===== src/rtl/wb_regfile_sb.sv =====
// Register file with per-register pending-write scoreboard for the ID stage.
// Define REGFILE_BYPASS_EN to forward same-cycle write-back data and release stalls one cycle earlier.
module wb_regfile_sb #(
    parameter int D_SIZE        = 32,
    parameter int ADDR_LINE_REG = 5,
    parameter int NUM_REG       = 32,
    parameter int CNT_W         = 2
) (
    input  logic                     clk,
    input  logic                     reset,
    input  logic                     wb_en,
    input  logic [ADDR_LINE_REG-1:0] wb_addr,
    input  logic [D_SIZE-1:0]        wb_data,
    input  logic [ADDR_LINE_REG-1:0] rs_addr,
    input  logic [ADDR_LINE_REG-1:0] rt_addr,
    input  logic                     rs_used,
    input  logic                     rt_used,
    output logic [D_SIZE-1:0]        rs_data,
    output logic [D_SIZE-1:0]        rt_data,
    input  logic                     rsv_en,
    input  logic [ADDR_LINE_REG-1:0] rsv_addr,
    output logic                     stall,
    output logic                     wb_err
);

    localparam logic [CNT_W-1:0] CNT_MAX = {CNT_W{1'b1}};

    logic [D_SIZE-1:0] regs_q [NUM_REG];
    logic [D_SIZE-1:0] regs_d [NUM_REG];
    logic [CNT_W-1:0]  cnt_q  [NUM_REG];
    logic [CNT_W-1:0]  cnt_d  [NUM_REG];
    logic              wb_err_q;
    logic              wb_err_d;
    logic              rs_haz;
    logic              rt_haz;
    logic              full;

    // R0 and out-of-range addresses are inert: never read, written, reserved or stalled on.
    function automatic logic addr_ok(input logic [ADDR_LINE_REG-1:0] a);
        return (a != {ADDR_LINE_REG{1'b0}}) && (32'(a) < 32'(NUM_REG));
    endfunction

    function automatic logic wb_hit(input logic [ADDR_LINE_REG-1:0] a);
        return wb_en && (wb_addr == a);
    endfunction

    function automatic logic [CNT_W-1:0] cnt_at(input logic [ADDR_LINE_REG-1:0] a);
        if (addr_ok(a)) begin
            return cnt_q[a];
        end else begin
            return {CNT_W{1'b0}};
        end
    endfunction

    function automatic logic src_haz(input logic [ADDR_LINE_REG-1:0] a, input logic used);
        logic [CNT_W-1:0] eff;
`ifdef REGFILE_BYPASS_EN
        eff = cnt_at(a) - CNT_W'(wb_hit(a) && (cnt_at(a) != {CNT_W{1'b0}}));
`else
        eff = cnt_at(a);
`endif
        return used && addr_ok(a) && (eff != {CNT_W{1'b0}});
    endfunction

    // Hazard detection: source operands still pending, or destination counter saturated.
    always_comb begin
        rs_haz = src_haz(rs_addr, rs_used);
        rt_haz = src_haz(rt_addr, rt_used);
        full   = rsv_en && addr_ok(rsv_addr) && (cnt_at(rsv_addr) == CNT_MAX) && !wb_hit(rsv_addr);
        stall  = rs_haz || rt_haz || full;
    end

    // Read ports.
    always_comb begin
        rs_data = {D_SIZE{1'b0}};
        rt_data = {D_SIZE{1'b0}};
        if (addr_ok(rs_addr)) begin
`ifdef REGFILE_BYPASS_EN
            rs_data = wb_hit(rs_addr) ? wb_data : regs_q[rs_addr];
`else
            rs_data = regs_q[rs_addr];
`endif
        end else begin
            rs_data = {D_SIZE{1'b0}};
        end
        if (addr_ok(rt_addr)) begin
`ifdef REGFILE_BYPASS_EN
            rt_data = wb_hit(rt_addr) ? wb_data : regs_q[rt_addr];
`else
            rt_data = regs_q[rt_addr];
`endif
        end else begin
            rt_data = {D_SIZE{1'b0}};
        end
    end

    // Next-state: commit write-back, track sticky error, update pending counters.
    always_comb begin
        regs_d   = regs_q;
        cnt_d    = cnt_q;
        wb_err_d = wb_err_q;
        if (wb_en && addr_ok(wb_addr)) begin
            regs_d[wb_addr] = wb_data;
            if (cnt_q[wb_addr] == {CNT_W{1'b0}}) begin
                wb_err_d = 1'b1;
            end else begin
                wb_err_d = wb_err_q;
            end
        end else begin
            wb_err_d = wb_err_q;
        end
        for (int r = 1; r < NUM_REG; r++) begin
            logic inc;
            logic dec;
            inc = rsv_en && (rsv_addr == ADDR_LINE_REG'(r)) && !stall;
            dec = wb_en && (wb_addr == ADDR_LINE_REG'(r)) && (cnt_q[r] != {CNT_W{1'b0}});
            case ({inc, dec})
                2'b10:   cnt_d[r] = cnt_q[r] + CNT_W'(1);
                2'b01:   cnt_d[r] = cnt_q[r] - CNT_W'(1);
                default: cnt_d[r] = cnt_q[r];
            endcase
        end
    end

    // State registers.
    always_ff @(posedge clk or negedge reset) begin
        if (!reset) begin
            for (int r = 0; r < NUM_REG; r++) begin
                regs_q[r] <= {D_SIZE{1'b0}};
                cnt_q[r]  <= {CNT_W{1'b0}};
            end
            wb_err_q <= 1'b0;
        end else begin
            regs_q   <= regs_d;
            cnt_q    <= cnt_d;
            wb_err_q <= wb_err_d;
        end
    end

    assign wb_err = wb_err_q;

endmodule


===== config.mk =====
export PLATFORM = sky130hd
export DESIGN_NAME = wb_regfile_sb
export DESIGN_NICKNAME = d
export VERILOG_FILES = /design/src/rtl/wb_regfile_sb.sv
export SDC_FILE = /design/constraint.sdc
export NUM_CORES = 2
export LEC_CHECK = 0
export CORE_UTILIZATION = 35
export CTS_BUF_LIST = sky130_fd_sc_hd__clkbuf_8
export DETAILED_ROUTE_END_ITERATION = 16
export HOLD_SLACK_MARGIN = 0.03
export SETUP_SLACK_MARGIN = 0.15
export SKIP_LAST_GASP = 1
export SLEW_MARGIN = 20
export SYNTH_ARGS = -nofsm -noshare
export SYNTH_HDL_FRONTEND = slang
export SYNTH_SLANG_ARGS = --single-unit

===== constraint.sdc =====
create_clock -name clk -period 5 [get_ports clk]
set_input_delay 0.75 -clock clk [delete_from_list [all_inputs] [get_ports clk]]
set_output_delay 0.75 -clock clk [all_outputs]
set_load 0.1 [all_outputs]

# Yosys cells after proc, flatten, opt, wreduce, memory -nomap -nowiden
# Cells that the tools add are included.
[word_totals]
input_bits = 58
latch_bits = 0
memories = 0
ram_bits = 0
register_bits = 1087
rom_bits = 0
wordCells = 526
[op_classes]
n_addsub = 62
multipliers = 0
n_eq_ne = 126
div_mod_pow = 0
n_mux = 57
shift = 0
reduce_logical = 208
n_lt_le_gt_ge = 5
bitwise = 4
[ops]
columns = ["cell", "count"]
rows = [
  ["1024-bit bitwise mux", 1],
  ["32-bit binary-select mux with 5-bit select", 2],
  ["32-bit two-way mux", 7],
  ["32-bit demux with 5-bit select", 1],
  ["5-bit equality test (second input constant)", 32],
  ["1-bit logical AND", 134],
  ["2-bit nonzero test", 64],
  ["2-bit one-hot mux with 2 select lines", 31],
  ["5-bit by 4-bit equality test with 1-bit output (second input constant)", 16],
  ["2-bit equality test (second input constant)", 32],
  ["2-bit by 1-bit adder with 2-bit output (second input constant)", 31],
  ["2-bit by 1-bit equality test with 1-bit output (second input constant)", 31],
  ["2-bit by 1-bit subtractor with 2-bit output (second input constant)", 31],
  ["2-bit binary-select mux with 5-bit select", 4],
  ["5-bit by 3-bit equality test with 1-bit output (second input constant)", 8],
  ["6-bit >= comparator (second input constant)", 4],
  ["5-bit inverter with 6-bit output", 4],
  ["2-bit two-way mux", 11],
  ["5-bit by 2-bit equality test with 1-bit output (second input constant)", 4],
  ["5-bit nonzero test", 4],
  ["5-bit by 1-bit equality test with 1-bit output (second input constant)", 2],
  ["6-bit by 1-bit less-than comparator with 1-bit output (second input constant)", 1],
  ["5-bit equality test", 1],
  ["1-bit zero test", 2],
  ["3 further kinds", 4],
]

# Depth between registers and ports, before layout
[depth]
depth_word = 13
ltp_mapped = 14

# Worst setup path after synthesis
# No wires, ideal clock.
[synth_timing]
kind = "input to output"
start = "in rt_addr[1]"
end = "out rt_data[10]"
stages = 8
arrival_ps = 3431
required_ps = 4250
path_buffers = 4
setup_slack_ps = 819
cell_sequence = "buf_2 -> buf_2 -> buf_2 -> buf_1 -> mux4_2 -> mux4_2 -> mux2i_1 -> nor2_1"
[synth_between]
elab_chain_cells = 5
elab_cells_between_ends = 6
cone_classes = "4 x mux; 1 x bitwise; 1 x reduce/logical"
[synth_rtl]
columns = ["item", "line", "rtl"]
rows = [
  ["start: declaration", "15", "input logic [ADDR_LINE_REG-1:0] rt_addr,"],
  ["5-bit inverter with 6-bit output (not written as such)", "90", "rt_data = regs_q[rt_addr];"],
  ["32-bit binary-select mux with 5-bit select", "90", ""],
  ["32-bit two-way mux (not written as such) (2 in series)", "90", ""],
  ["32-bit two-way mux (*)", "86", "if (addr_ok(rt_addr)) begin"],
  ["end: declaration", "19", "output logic [D_SIZE-1:0] rt_data,"],
]
# Every way passes the cells marked *; elsewhere a longest branch is shown, timed or not. The select of a mux whose other input is x is not followed.

# Worst setup path after layout
[layout_timing]
start = "in rsv_addr[0]"
end = "out stall"
[layout_between]
elab_chain_cells = 9
elab_cells_between_ends = 14
cone_classes = "2 x eq/ne; 4 x mux; 1 x bitwise; 7 x reduce/logical"
[layout_rtl]
columns = ["item", "line", "rtl"]
rows = [
  ["start: declaration", "21", "input logic [ADDR_LINE_REG-1:0] rsv_addr,"],
  ["5-bit inverter with 6-bit output (not written as such)", "49", "return cnt_q[a];"],
  ["2-bit binary-select mux with 5-bit select", "49", ""],
  ["2-bit two-way mux (not written as such) (2 in series)", "49", ""],
  ["2-bit two-way mux", "48", "if (addr_ok(a)) begin"],
  ["2-bit equality test", "69", "full = rsv_en && addr_ok(rsv_addr) && (cnt_at(rsv_addr) == CNT_MAX) && !wb_hit(rsv_addr);"],
  ["1-bit logical AND", "69", ""],
  ["1-bit logical AND (*)", "69", ""],
  ["1-bit logical OR (*)", "70", "stall = rs_haz || rt_haz || full;"],
  ["end: declaration", "22", "output logic stall,"],
]
# Marks and branches as above.

==> results by group <==
STA
  • Skew final: 0.0355 ns
  • Slew headroom: 0.270
  • Setup TNS: 0 ns
  • Min Clock Period, post-route: 4.31 ns
  • Setup violators final: 0
  • RSZ-0062 raised after global routing: no
  • Hold Vio Cnt, Final: 0
  • Pins Over Slew Limit: 0
  • Tcrit/Tclk final: 0.861
  • Least-Margin Pin Slew: 1.09 ns
  • Max Clk Rate: 0.232 GHz
  • Final worst slack: 0.694 ns

Flow run
  • Max-cap violation count: 0

Yosys
  • Synthesized cell area: 0.0590 mm2
  • Mux contribution to synthesized area: 0.458
  • #FFs+latches synth: 1087
  • Syn Area/Cell: 15.9 um2
  • Register area share after synthesis: 0.461
  • Asr flop ratio synth: 1.00
  • Synth Area in XOR/XNOR: 0.0145
  • Synth Area in Compound Gates: 0.00509
  • Post-synthesis simple-gate area fraction: 0.0227
  • Post-synth EDFFs: 0
  • Largest family of logic cells by synthesized area: multiplexers
  • Mapped Nets: 3805
  • Dominant synthesized flop cell: dfrtp_1
  • Netlist cell types: 53
  • Synthesized instance count: 3716
  • Post-synthesis adder-cell area fraction: 0.00657
  • Yosys warns: 0

Worst setup path
  • Top delay family on crit path: buffers and inverters
  • CP Launch Type: primary input
  • Req. time, crit path: 4.25 ns
  • RR Startpoint: cnt_q[58]$_DFFE_PN0P_
  • Reg2reg path depth: 11
  • Register-to-Register Setup Slack: 1.66 ns
  • CP startpoint: rsv_addr[0]
  • CP Capture Type: primary output
  • WP depth: 9
  • Worst Path Buf+Inv: 3
  • CP Max Fanout: 10
  • CP cell instances: clkdlybuf4s50_1 > buf_4 > mux4_2 > mux2i_1 > a32o_1 > o22ai_1 > a311oi_4 > nand2_1 > buf_12
  • Worst path slowest cell: clkdlybuf4s50_1
  • Critical R2R Capture: cnt_q[31]$_DFFE_PN0P_
  • Worst Path Class, Setup: in -> out
  • CP arrival: 3.56 ns
  • Slowest stage delay, CP: 0.73 ns

Pwr
  • Power Internal: 18.7 mW
  • Final Power: 27.4 mW
  • Power per standard cell area: 410 mW/mm2
  • Sw frac: 0.318
  • Combinational Power Share: 0.274
  • Max VDD drop: 275 uV
  • P_leak: 28.5 nW
  • Net Switching: 8.70 mW
  • Flop pwr share: 0.437
  • Clock share of power: 0.289

Route
  • DRT antenna net count: 0
  • Drt pass-1 iters: 5
  • Initial DRC count: 2919
  • Routed wl met2: 86.3 mm
  • Drt via density: 5.85
  • Vias after detailed routing: 35.7k
  • Wl on met1: 75.5 mm
  • Wirelength per Cell: 29.0 um
  • Met3 wire len: 9.95 mm
  • Final wirelength: 177 mm
  • DRC Markers: 0
  • Top Layer Used: met5

CTS
  • Inserted Clock Buffers: 184
  • CTS tree: built
  • Worst-Skew Late Latency: 0.94 ns
  • CTS-repair resized insts: 0
  • Worst-path clk slew: 0.06 ns
  • Root Driver: clkbuf_8
  • Clk buf depth: 3
  • Htree depth: 4
  • Num Clock Sinks: 1087

Die
  • Area of the die: 0.170 mm2
  • Row count: 150
  • Die Ht: 413 um
  • Core ar.: 0.167 mm2
  • Initial Util: 0.353
  • I/O pin total: 124
  • Die W: 413 um

Placed design
  • Post-Place Worst Slack: 0.669 ns
  • Port Buffers: 123
  • Post-DP HPWL: 103 mm
  • Routability Congestion: 0.848

GRT
  • Largest net degree at the start of global routing: 177
  • GRT Total Usage: 0.211
  • GRT overflow: 0
  • Vias in the first global route: 37.5k
  • Initial antenna violation count: 7
  • First-pass GRT wire length: 264 mm

Worst hold path
  • Hold Crit Start: regs_q[992]$_DFFE_PN0P_
  • WHS Endpoint: regs_q[992]$_DFFE_PN0P_
  • WHS Path Cells: 0
  • Worst Hold Class: reg -> reg

Layout
  • Area growth syn-to-layout: 13.0%
  • Layout cells sized above 1: 0.563
  • Utilization after layout: 0.399
  • Nets: 3853
  • Layout fillers: 15.4k

Run status
  • Status: finished, final reports clean
-- cell usage after synthesis (all sizes together), types with 2 or more instances --
library cell	count	area share
a2111oi	2	0.00030
a211oi	2	0.00025
a21oi	8	0.00068
a221oi	2	0.00040
and2	5	0.00053
buf	229	0.020
clkbuf	181	0.012
dfrtp	1087	0.46
ha	31	0.0066
inv	8	0.00051
mux2	994	0.19
mux2i	73	0.012
mux4	671	0.26
nand2	34	0.0022
nand2b	5	0.00053
nand3	17	0.0014
nand3b	7	0.00089
nand4	17	0.0018
nor2	176	0.011
nor2b	6	0.00064
nor3	28	0.0024
nor3b	3	0.00038
o211ai	2	0.00025
o21ai	5	0.00042
o221ai	3	0.00045
o22ai	3	0.00032
or3	3	0.00032
xnor2	63	0.0094
xor2	35	0.0052
-- worst max-delay path by stage --
stage | end | slack [ns]
after CTS | stall | 0.66
after global placement | rt_data[31] | 0.73
after detailed placement | cnt_q[31]$_DFFE_PN0P_ | 0.67
after global routing | stall | 0.52
final | stall | 0.69
after floorplan | rt_data[10] | 0.82
-- registers in the layout, indices dropped and copies added (netlist names) --
name	cells
cnt_q	62
regs_q	1024
wb_err	1
-- power groups by stage --
| stage | combinational (mW) | sequential, mW | clock (mW) |
|---|---|---|---|
| CTS | 7.56 | 11.9 | 8.15 |
| finish | 7.50 | 11.9 | 7.92 |
| floorplan | 5.79 | 11.6 | 0 |
| global route | 7.94 | 12.2 | 8.52 |
| detailed placement | 7.54 | 12.0 | 0 |
| global placement | 7.44 | 12.0 | 0 |
-- layout by cell type, fill, tap and decap left out, drive strengths merged, types with 3 or more instances in the layout --
cell           netlist  routed
mux2               994     994
nor3                28      28
clkdlybuf4s50        0      36
nand3b               7       7
nand2               34      34
dfrtp             1087    1087
o22ai                3       3
xnor2               63      63
clkbuf             181     227
clkinv               0      15
and2                 5       5
o221ai               3       3
nor2               176     176
inv                  8      77
or3                  3       3
nand3               17      17
o21ai                5       5
nor2b                6       6
ha                  31      31
mux2i               73      73
buf                229     235
nor3b                3       3
nand4               17      17
nand2b               5       5
clkinvlp             0       3
a21oi                8       8
mux4               671     671
xor2                35      35
-- repair_timing --
| action | CTS | global route |
|---|---|---|
| endpoints found under the hold margin | 66 | 0 |
| buffers inserted | 0 | 0 |
| endpoints found under the setup margin | 0 | 0 |
| hold buffers | 1 | 0 |
-- routing by layer --
metal | vias up | GRT usage
met2 | 1093 | 0.340
met4 | 8 | 0.0659
met1 | 19800 | 0.288
met5 | - | 0
li1 | 14500 | -
met3 | 295 | 0.0406
-- per-stage QoR --
stage,area (um2),hold WS (ns),std cells
global placement,63100,0.376,5780
floorplan,59000,0.441,3716
detailed placement,63100,0.383,5780
CTS,66700,0.346,6096
finish,66700,0.392,6099
global route,66700,0.405,6099
-- logic make-up (layout without fill, tap and decap cells) --
family	after synthesis	count (layout)
adders and majority gates	31	31
AOI/OAI and AO/OA	39	39
xor gates and xnor gates	98	98
and+or+nand+nor	305	305
muxes	1738	1738
DFF	1087	1087
other	0	2
buffers and inverters	418	595
-- area by class of cell --
type                    count  area, um2  share of cell area
multi-input cells        2211      30200               0.453
inverters                   8       35.0            0.000526
repair buffers            272       2920              0.0438
diodes                      2       5.00           0.0000751
flip-flops and latches   1087      27200               0.408
well taps                2204       2760              0.0414
clock buffers             227       3120              0.0469
clock inverters            88        444             0.00666
Note: power is estimated with default switching activity, not from simulation.
